--- src/rtl/hdlc_rx_frame_ctrl.sv ---
`default_nettype none
// ============================================================================
// Module   : hdlc_rx_frame_ctrl
// Brief    : HDLC receive frame sequencer. Opens on a flag, buffers destuffed
//            bytes, closes on the next flag or discards on abort, then holds
//            the frame for the register interface.
//            Optional FCS check: define HDLC_RX_FCS_EN.
// Revision : 1.0 - initial release
// ============================================================================
module hdlc_rx_frame_ctrl #(
  parameter int BUF_DEPTH = 128
) (
  input  logic       Clk,
  input  logic       Rst,
  input  logic       Rx_Enable,
  input  logic       Rx_FlagDetect,
  input  logic       Rx_AbortDetect,
  input  logic       Rx_NewByte,
  input  logic [7:0] Rx_Data,
  input  logic       Rx_RdBuff,
  input  logic       Rx_Drop,
  output logic       Rx_ValidFrame,
  output logic       Rx_WrBuff,
  output logic       Rx_AbortSignal,
  output logic       Rx_Overflow,
  output logic       Rx_FrameError,
  output logic       Rx_Ready,
  output logic       Rx_EoF,
  output logic [7:0] Rx_FrameSize,
  output logic [7:0] Rx_DataBuff
);

  localparam int         AW      = (BUF_DEPTH > 1) ? $clog2(BUF_DEPTH) : 1;
  localparam logic [7:0] DEPTH_C = 8'(BUF_DEPTH);

  typedef enum logic [1:0] {
    S_IDLE  = 2'd0,
    S_FRAME = 2'd1,
    S_DONE  = 2'd2
  } state_t;

  state_t     state_q;
  logic [7:0] wptr_q, rptr_q, size_q, dbuf_q;
  logic       valid_q, wr_q, abort_q, ovf_q, ferr_q, ready_q, eof_q;
  logic [7:0] mem_q [BUF_DEPTH];

  logic       store_d, ovf_d, ferr_d;
  logic [7:0] cnt_d, size_d;

  // A byte arriving with the closing flag is still stored and counted.
  assign store_d = Rx_Enable && (state_q == S_FRAME) && !Rx_AbortDetect &&
                   Rx_NewByte && (wptr_q < DEPTH_C);
  assign cnt_d   = wptr_q + {7'd0, store_d};
  assign ovf_d   = ovf_q || (Rx_NewByte && !store_d);

`ifdef HDLC_RX_FCS_EN
  logic [15:0] crc_q, crc_d;

  function automatic logic [15:0] crc_byte(input logic [15:0] c_in, input logic [7:0] d);
    logic [15:0] c;
    c = c_in;
    for (int i = 0; i < 8; i++) begin
      if (c[0] ^ d[i]) c = (c >> 1) ^ 16'h8408;
      else             c = c >> 1;
    end
    return c;
  endfunction

  assign crc_d = store_d ? crc_byte(crc_q, Rx_Data) : crc_q;

  always_ff @(posedge Clk or negedge Rst) begin
    if (!Rst)                                   crc_q <= 16'hFFFF;
    else if (!Rx_Enable || state_q != S_FRAME)  crc_q <= 16'hFFFF;
    else                                        crc_q <= crc_d;
  end

  // Overflowed frames skip the CRC; runts are flagged with a zero payload.
  always_comb begin
    size_d = 8'd0;
    ferr_d = 1'b0;
    if (ovf_d) begin
      size_d = DEPTH_C - 8'd2;
    end else if (cnt_d < 8'd3) begin
      ferr_d = 1'b1;
    end else begin
      size_d = cnt_d - 8'd2;
      ferr_d = (crc_d != 16'hF0B8);
    end
  end
`else
  assign size_d = cnt_d;
  assign ferr_d = 1'b0;
`endif

  always_ff @(posedge Clk) begin
    if (store_d) mem_q[wptr_q[AW-1:0]] <= Rx_Data;
  end

  always_ff @(posedge Clk or negedge Rst) begin
    if (!Rst) begin
      state_q <= S_IDLE;
      wptr_q  <= 8'd0;
      rptr_q  <= 8'd0;
      size_q  <= 8'd0;
      dbuf_q  <= 8'd0;
      valid_q <= 1'b0;
      wr_q    <= 1'b0;
      abort_q <= 1'b0;
      ovf_q   <= 1'b0;
      ferr_q  <= 1'b0;
      ready_q <= 1'b0;
      eof_q   <= 1'b0;
    end else begin
      wr_q    <= 1'b0;
      abort_q <= 1'b0;
      eof_q   <= 1'b0;
      if (!Rx_Enable) begin
        state_q <= S_IDLE;
        wptr_q  <= 8'd0;
        rptr_q  <= 8'd0;
        size_q  <= 8'd0;
        dbuf_q  <= 8'd0;
        valid_q <= 1'b0;
        ovf_q   <= 1'b0;
        ferr_q  <= 1'b0;
        ready_q <= 1'b0;
      end else begin
        case (state_q)
          S_IDLE: begin
            if (Rx_FlagDetect) begin
              state_q <= S_FRAME;
              valid_q <= 1'b1;
              wptr_q  <= 8'd0;
              ovf_q   <= 1'b0;
            end
          end
          S_FRAME: begin
            if (Rx_AbortDetect) begin
              state_q <= S_IDLE;
              valid_q <= 1'b0;
              abort_q <= 1'b1;
              wptr_q  <= 8'd0;
              ovf_q   <= 1'b0;
            end else begin
              wr_q   <= store_d;
              wptr_q <= cnt_d;
              ovf_q  <= ovf_d;
              // Flags with nothing stored are shared or back-to-back: keep waiting.
              if (Rx_FlagDetect && cnt_d != 8'd0) begin
                state_q <= S_DONE;
                valid_q <= 1'b0;
                ready_q <= 1'b1;
                eof_q   <= 1'b1;
                size_q  <= size_d;
                ferr_q  <= ferr_d;
                rptr_q  <= 8'd0;
              end
            end
          end
          S_DONE: begin
            if (Rx_Drop || (Rx_RdBuff && size_q == 8'd0)) begin
              state_q <= S_IDLE;
              ready_q <= 1'b0;
              ovf_q   <= 1'b0;
              ferr_q  <= 1'b0;
            end else if (Rx_RdBuff) begin
              dbuf_q <= mem_q[rptr_q[AW-1:0]];
              rptr_q <= rptr_q + 8'd1;
              if (rptr_q == size_q - 8'd1) begin
                state_q <= S_IDLE;
                ready_q <= 1'b0;
                ovf_q   <= 1'b0;
                ferr_q  <= 1'b0;
              end
            end
          end
          default: state_q <= S_IDLE;
        endcase
      end
    end
  end

  assign Rx_ValidFrame  = valid_q;
  assign Rx_WrBuff      = wr_q;
  assign Rx_AbortSignal = abort_q;
  assign Rx_Overflow    = ovf_q;
  assign Rx_FrameError  = ferr_q;
  assign Rx_Ready       = ready_q;
  assign Rx_EoF         = eof_q;
  assign Rx_FrameSize   = size_q;
  assign Rx_DataBuff    = dbuf_q;

endmodule
`default_nettype wire

--- config.mk ---
export PLATFORM = sky130hd
export DESIGN_NAME = hdlc_rx_frame_ctrl
export DESIGN_NICKNAME = d
export VERILOG_FILES = /design/src/rtl/hdlc_rx_frame_ctrl.sv
export SDC_FILE = /design/constraint.sdc
export NUM_CORES = 1
export LEC_CHECK = 0
export ABC_AREA = 1
export CORE_MARGIN = 10
export CORE_UTILIZATION = 50
export CTS_CLUSTER_DIAMETER = 30
export DETAILED_ROUTE_END_ITERATION = 10
export MAX_ROUTING_LAYER = met4
export PLACE_DENSITY = 0.66
export SYNTH_ARGS = -nofsm -noshare
export SYNTH_HDL_FRONTEND = slang
export SYNTH_SLANG_ARGS = --single-unit
--- constraint.sdc ---
create_clock -name Clk -period 2.7 [get_ports Clk]
set_clock_uncertainty 0.05 [all_clocks]
set_input_delay 0.54 -clock Clk [delete_from_list [all_inputs] [get_ports Clk]]
set_output_delay 0.54 -clock Clk [all_outputs]
set_load 0.02 [all_outputs]
; Word level (Yosys, flattened, before mapping)
; Memories as Yosys holds them, arrays and structs flattened.
; Index checks and enable logic that the tools add are counted.
[classes]
n_mux = 57
n_addsub = 3
n_lt_le_gt_ge = 1
n_reduce_logical = 22
eq_ne = 20
[ops]
columns = op, n
row1 = $mux 8, 16
row2 = $pmux 8 s2, 2
row3 = $mux 1, 27
row4 = $mux 2, 7
row5 = $ne 3x3->1 const B, 4
row6 = $reduce_and 5->1, 2
row7 = $reduce_and 3->1, 3
row8 = $add 8x1->8, 1
row9 = $add 8x1->8 const B, 1
row10 = $eq 8x8->1, 1
row11 = $logic_not 8->1, 1
row12 = $lt 8x8->1 const B, 1
row13 = $ne 2x1->1 const B, 4
row14 = $ne 4x4->1 const B, 2
row15 = $reduce_and 4->1, 2
row16 = $reduce_bool 8->1, 1
row17 = $sub 8x1->8 const B, 1
row18 = $logic_and 1x1->1, 7
row19 = $ne 3x1->1 const B, 2
row20 = $pmux 1 s2, 3
row21 = $pmux 2 s3, 1
row22 = $ne 2x2->1 const B, 2
row23 = $ne 4x1->1 const B, 1
row24 = $ne 4x3->1 const B, 1
row25 = 8 further kinds, 10
[totals]
output_inout_bits = 23
mem_bits_rw = 1024
memories = 1
regBits = 41
[mem_list]
columns = memory, words, width, rd, rd_clocked_by_memory_dff, write_ports, line_no
row1 = mem_q, 128, 8, 1, 0, 1, 45  ; logic [7:0] mem_q [BUF_DEPTH];

; Longest topological paths before layout
[logic_depth]
depth_word = 12
depth_mapped = 18
mapped_depth_nobuf = 18

; Worst setup path before layout
; Ideal clock, no wire load.
[synth_timing]
kind = input-to-reg
from = input Rx_Enable
to = register rptr_q[4]
t_required_ns = 2.532
arrival_ns = 2.656
path_stages = 16
setup_slack_ns = -0.124
cell_sequence = inv_2 > nor3_4 > nand2_4 > nor3_4 > ha_1 > inv_1 > nor2_1 > nand3_1 > nand2_1 > nor2_1 > nand3_1 > nand2_1 > a21boi_2 > nand3_2 > nand2_1 > nand2_1
[synth_between]
elab_chain_cells = 9
[synth_rtl]
columns = element, line_no
row1 = "start, declared", 15  ; input logic Rx_Enable,
row2 = $logic_and 1x1->1 (3 in a row), 51  ; assign store_d = Rx_Enable && (state_q == S_FRAME) && !Rx_AbortDetect &&
row3 = $logic_and 1x1->1, 52  ; Rx_NewByte && (wptr_q < DEPTH_C);
row4 = $add 8x1->8, 53  ; assign cnt_d = wptr_q + {7'd0, store_d};
row5 = $reduce_bool 8->1, 149  ; if (Rx_FlagDetect && cnt_d != 8'd0) begin
row6 = $logic_and 1x1->1, 149
row7 = $ne 3x2->1 (no source line), -
row8 = $reduce_and 5->1 (no source line), -
row9 = "end signal, assigned", 168  ; rptr_q <= rptr_q + 8'd1;
row10 = "end, declared", 43  ; logic [7:0] wptr_q, rptr_q, size_q, dbuf_q;
; Several ways; a longest one is shown, not always the timed one.
; A chain may end at the register's enable or synchronous reset.

; Worst setup path in the final report
[layout_timing]
from = register dbuf_q[7] (netlist: Rx_DataBuff[7])
to = output Rx_DataBuff[7]
[layout_rtl]
columns = element, line_no
row1 = "start, declared", 43
row2 = "start signal, assigned", 167  ; dbuf_q <= mem_q[rptr_q[AW-1:0]];
row3 = "end, declared", 30  ; output logic [7:0] Rx_DataBuff
; No word-level cell between the ends.

==> impl_results.md <==
* Status: finished, final reports clean
* Total grt overflow at 0
* First-pass GRT wire length at 180000 microns
* Worst setup EP type: output pin
* RSZ-0062 raised after global routing: no
* Pre-antenna DRT Iters at 5
* Crit-path max FO at 2
* Worst R2R Start: state_q[0]
* Largest family of logic cells by synthesized area: simple AND/OR/NAND/NOR gates
* Commonest non-fill, non-tap cells in the layout: nand2_1, edfxtp_1, nand3_1
* IO Count at 39
* Multiplexer share of the synthesized area at 0%
* Ys Warns at 0
* Pwr/cell area at 780 nW/um^2
* TNS Setup at 0 ns
* Hold Fails Final Rpt at 0
* Syn_nets at 3838
* FF/Latch Area at 31800 sq um
* Vert. Die Dim at 316 microns
* Worst-Skew Late Latency at 0.76 ns
* Hold EP: mem_q[107][0]
* Crit path DAT at 2.01 ns
* Clock root buffer: clkbuf_16
* Register area share after synthesis at 72.7%
* Max-cap viol count at 0
* Multi-input logic area at 10900 sq um
* Flop2flop setup slack at 0.18 ns
* Worst VDD drop at 0.000583 V
* GRT Total Usage at 24.6%
* Post-synthesis simple-gate area fraction at 23.5%
* Synth Area in Compound Gates at 0.805%
* Fin crit share at 96.5%
* Min cycle time layout at 2.60 ns
* DRT iter0 DRCs at 4042
* Placed cell count at 5061
* WHS Path Cells at 1
* Number of global-route vias before repair at 29400
* Clock-pin slew on the worst setup and hold paths at 0.05 ns
* Initial antenna violation count at 1
* Cell count after synthesis at 3818
* DPL Wire Length at 71600 microns
* Startpoint types: flip-flop
* Synth Cell Area at 43700 sq um
* Buffers and inverters on the worst path at 1
* Setup violations, final at 0
* Core area at 86800 sq um
* Vias/cell at 5.63
* Die W at 316 microns
* Num CTS Buffers at 185
* Number of cells on the critical path at 1
* Initial Util at 50.3%
* PortBufs at 37
* Largest net degree at the start of global routing at 129
* Layout cells sized above 1 at 15.1%
* Die Area at 99600 sq um
* Hold Path Origin: Rx_Data[0]
* Worst r2r dst: Rx_FrameSize[5]
* Cell variety after synth at 41
* Critical Path Max Stage Delay at 0.71 ns
* Data required, critical path at 2.11 ns
* Final wirelength at 119000 microns
* Delay-heaviest family, CP: buffers and inverters
* Clock sink total at 1064
* Depth of the most critical reg-to-reg path at 16
* Synth Area in Adders at 0.115%
* FILL cells at 6644
* Worst-Margin Slew at 0.991 ns
* Mean Syn Cell Area at 11.4 sq um
* Leakage at 19.9 nW
* Total power at 0.0419 W
* # Post-CTS Setup Buffers at 0
* Finished Layout Cells at 5409
* WL/cell at 22.0 microns
* Vias at 30500
* DRT antenna net count at 0
* Clock buffer depth at 3
* H-tree depth at 4
* Final #Nets at 4114
* CP Cell Sequence: clkdlybuf4s50_1
* CP Class: reg -> out
* Slew Viols, Final at 0
* # rows at 108
* Min-Delay Path Class: in -> reg
* Critical path's slowest cell: clkdlybuf4s50_1
* Commonest non-fill, non-tap cell in the layout: nand2_1
* Fmax at 384 MHz
* Rel. slew slack at 34.0%
* Xor and xnor area share after synthesis at 0.241%
* Area grow syn2layout at 23.0%
* Routability congestion estimate at 0.896
* DR DRC count at 0
* Synthesized flop and latch total at 1064
* CTS tree: yes
==> power by group <==
part           switching [W]  total, W  internal, W
clock network        0.00836    0.0232       0.0148
registers         0.00000649    0.0181       0.0181
logic               0.000469  0.000604     0.000134
==> cells in the mapped netlist <==
cell / n / area share [%]
nor2_8: 1 / 0.046
nor2_4: 1 / 0.026
clkinv_1: 2 / 0.017
xnor2_1: 4 / 0.080
nand3_4: 1 / 0.040
o2111ai_1: 1 / 0.020
clkbuf_1: 122 / 1.0
a21boi_0: 2 / 0.034
nand2_2: 6 / 0.086
inv_1: 38 / 0.33
nor2_1: 169 / 1.5
or2_2: 1 / 0.014
buf_6: 4 / 0.10
inv_2: 5 / 0.043
a21oi_1: 33 / 0.38
buf_4: 1 / 0.017
nor3_1: 3 / 0.034
o22ai_1: 5 / 0.072
nor3b_1: 1 / 0.017
buf_1: 55 / 0.47
nand2_1: 1287 / 11
nand2_4: 1 / 0.026
conb_1: 1 / 0.0086
xor2_1: 8 / 0.16
nor2_2: 1 / 0.014
dfrtp_1: 40 / 2.3
nand3_2: 2 / 0.046
a31oi_1: 2 / 0.029
o211ai_1: 2 / 0.034
ha_1: 4 / 0.11
a21boi_2: 1 / 0.026
nor4_1: 1 / 0.014
nand3_1: 911 / 10
o21ai_1: 1 / 0.011
o21bai_1: 1 / 0.017
a32o_1: 1 / 0.023
buf_2: 49 / 0.56
edfxtp_1: 1024 / 70
nand4_1: 10 / 0.14
o21ai_0: 14 / 0.16
nor3_4: 2 / 0.074
==> final cells by class <==
class                   count  area share (%)
flip-flops and latches   1064            59.1
multi-input cells        2478            20.2
clock buffers             202            8.77
repair buffers            320            5.88
clock inverters           144            2.96
well taps                1155            2.69
inverters                  45           0.356
diodes                      1         0.00466
==> how the worst max path moves through the flow <==
stage,start,to,slack [ns]
6_report,Rx_DataBuff[7],Rx_DataBuff[7],0.1
5_1_grt,state_q[0],Rx_FrameSize[5],0.002
4_1_cts,state_q[0],Rx_FrameSize[1],0.07
3_5_place_dp,Rx_Enable,Rx_FrameSize[1],-0.56
3_3_place_gp,Rx_Enable,Rx_FrameSize[2],-0.51
2_1_floorplan,Rx_Enable,rptr_q[4],0.001
==> metrics by stage <==
stage	worst slack [ns]	area [sq um]	utilization, %	hold WS (ns)
after floorplan	0.00110	43700	-	0.194
after global placement	-0.514	47400	54.6	0.444
after detailed placement	-0.562	47400	54.6	0.450
after CTS	0.0691	53700	61.9	0.0714
after global routing	0.00205	53700	61.9	0.0920
final	0.0957	53700	61.9	0.0975
==> registers in the layout (all words and copies together), names as in the netlist <==
name / cells
wptr_q: 8
mem_q: 1024
Rx_Overflow: 1
Rx_WrBuff: 1
Rx_DataBuff: 8
Rx_EoF: 1
rptr_q: 8
Rx_AbortSignal: 1
Rx_Ready: 1
Rx_ValidFrame: 1
state_q: 2
Rx_FrameSize: 8
==> timing repair <==
| action | in CTS | in global routing |
|---|---|---|
| setup endpoints to repair | 0 | 20 |
| hold buffers | 1 | 0 |
| resized for setup | 0 | 10 |
| hold endpoints to repair | 40 | 0 |
==> cell families after synthesis <==
family / after synthesis
flops: 1064
other cells: 1
compound gates: 63
fa+ha+maj: 4
xor+xnor: 12
buf+inv: 276
simple gates: 2398
==> layer usage <==
layer | routed length [microns] | track usage [%] | share of wire (%)
met1 | 50000 | 33.8 | 42
met3 | 10600 | 4.09 | 8.9
met4 | 4020 | 9.29 | 3.4
met5 | 0 | - | 0
met2 | 54500 | 36.6 | 46
Power figures use the tool's default switching activity.
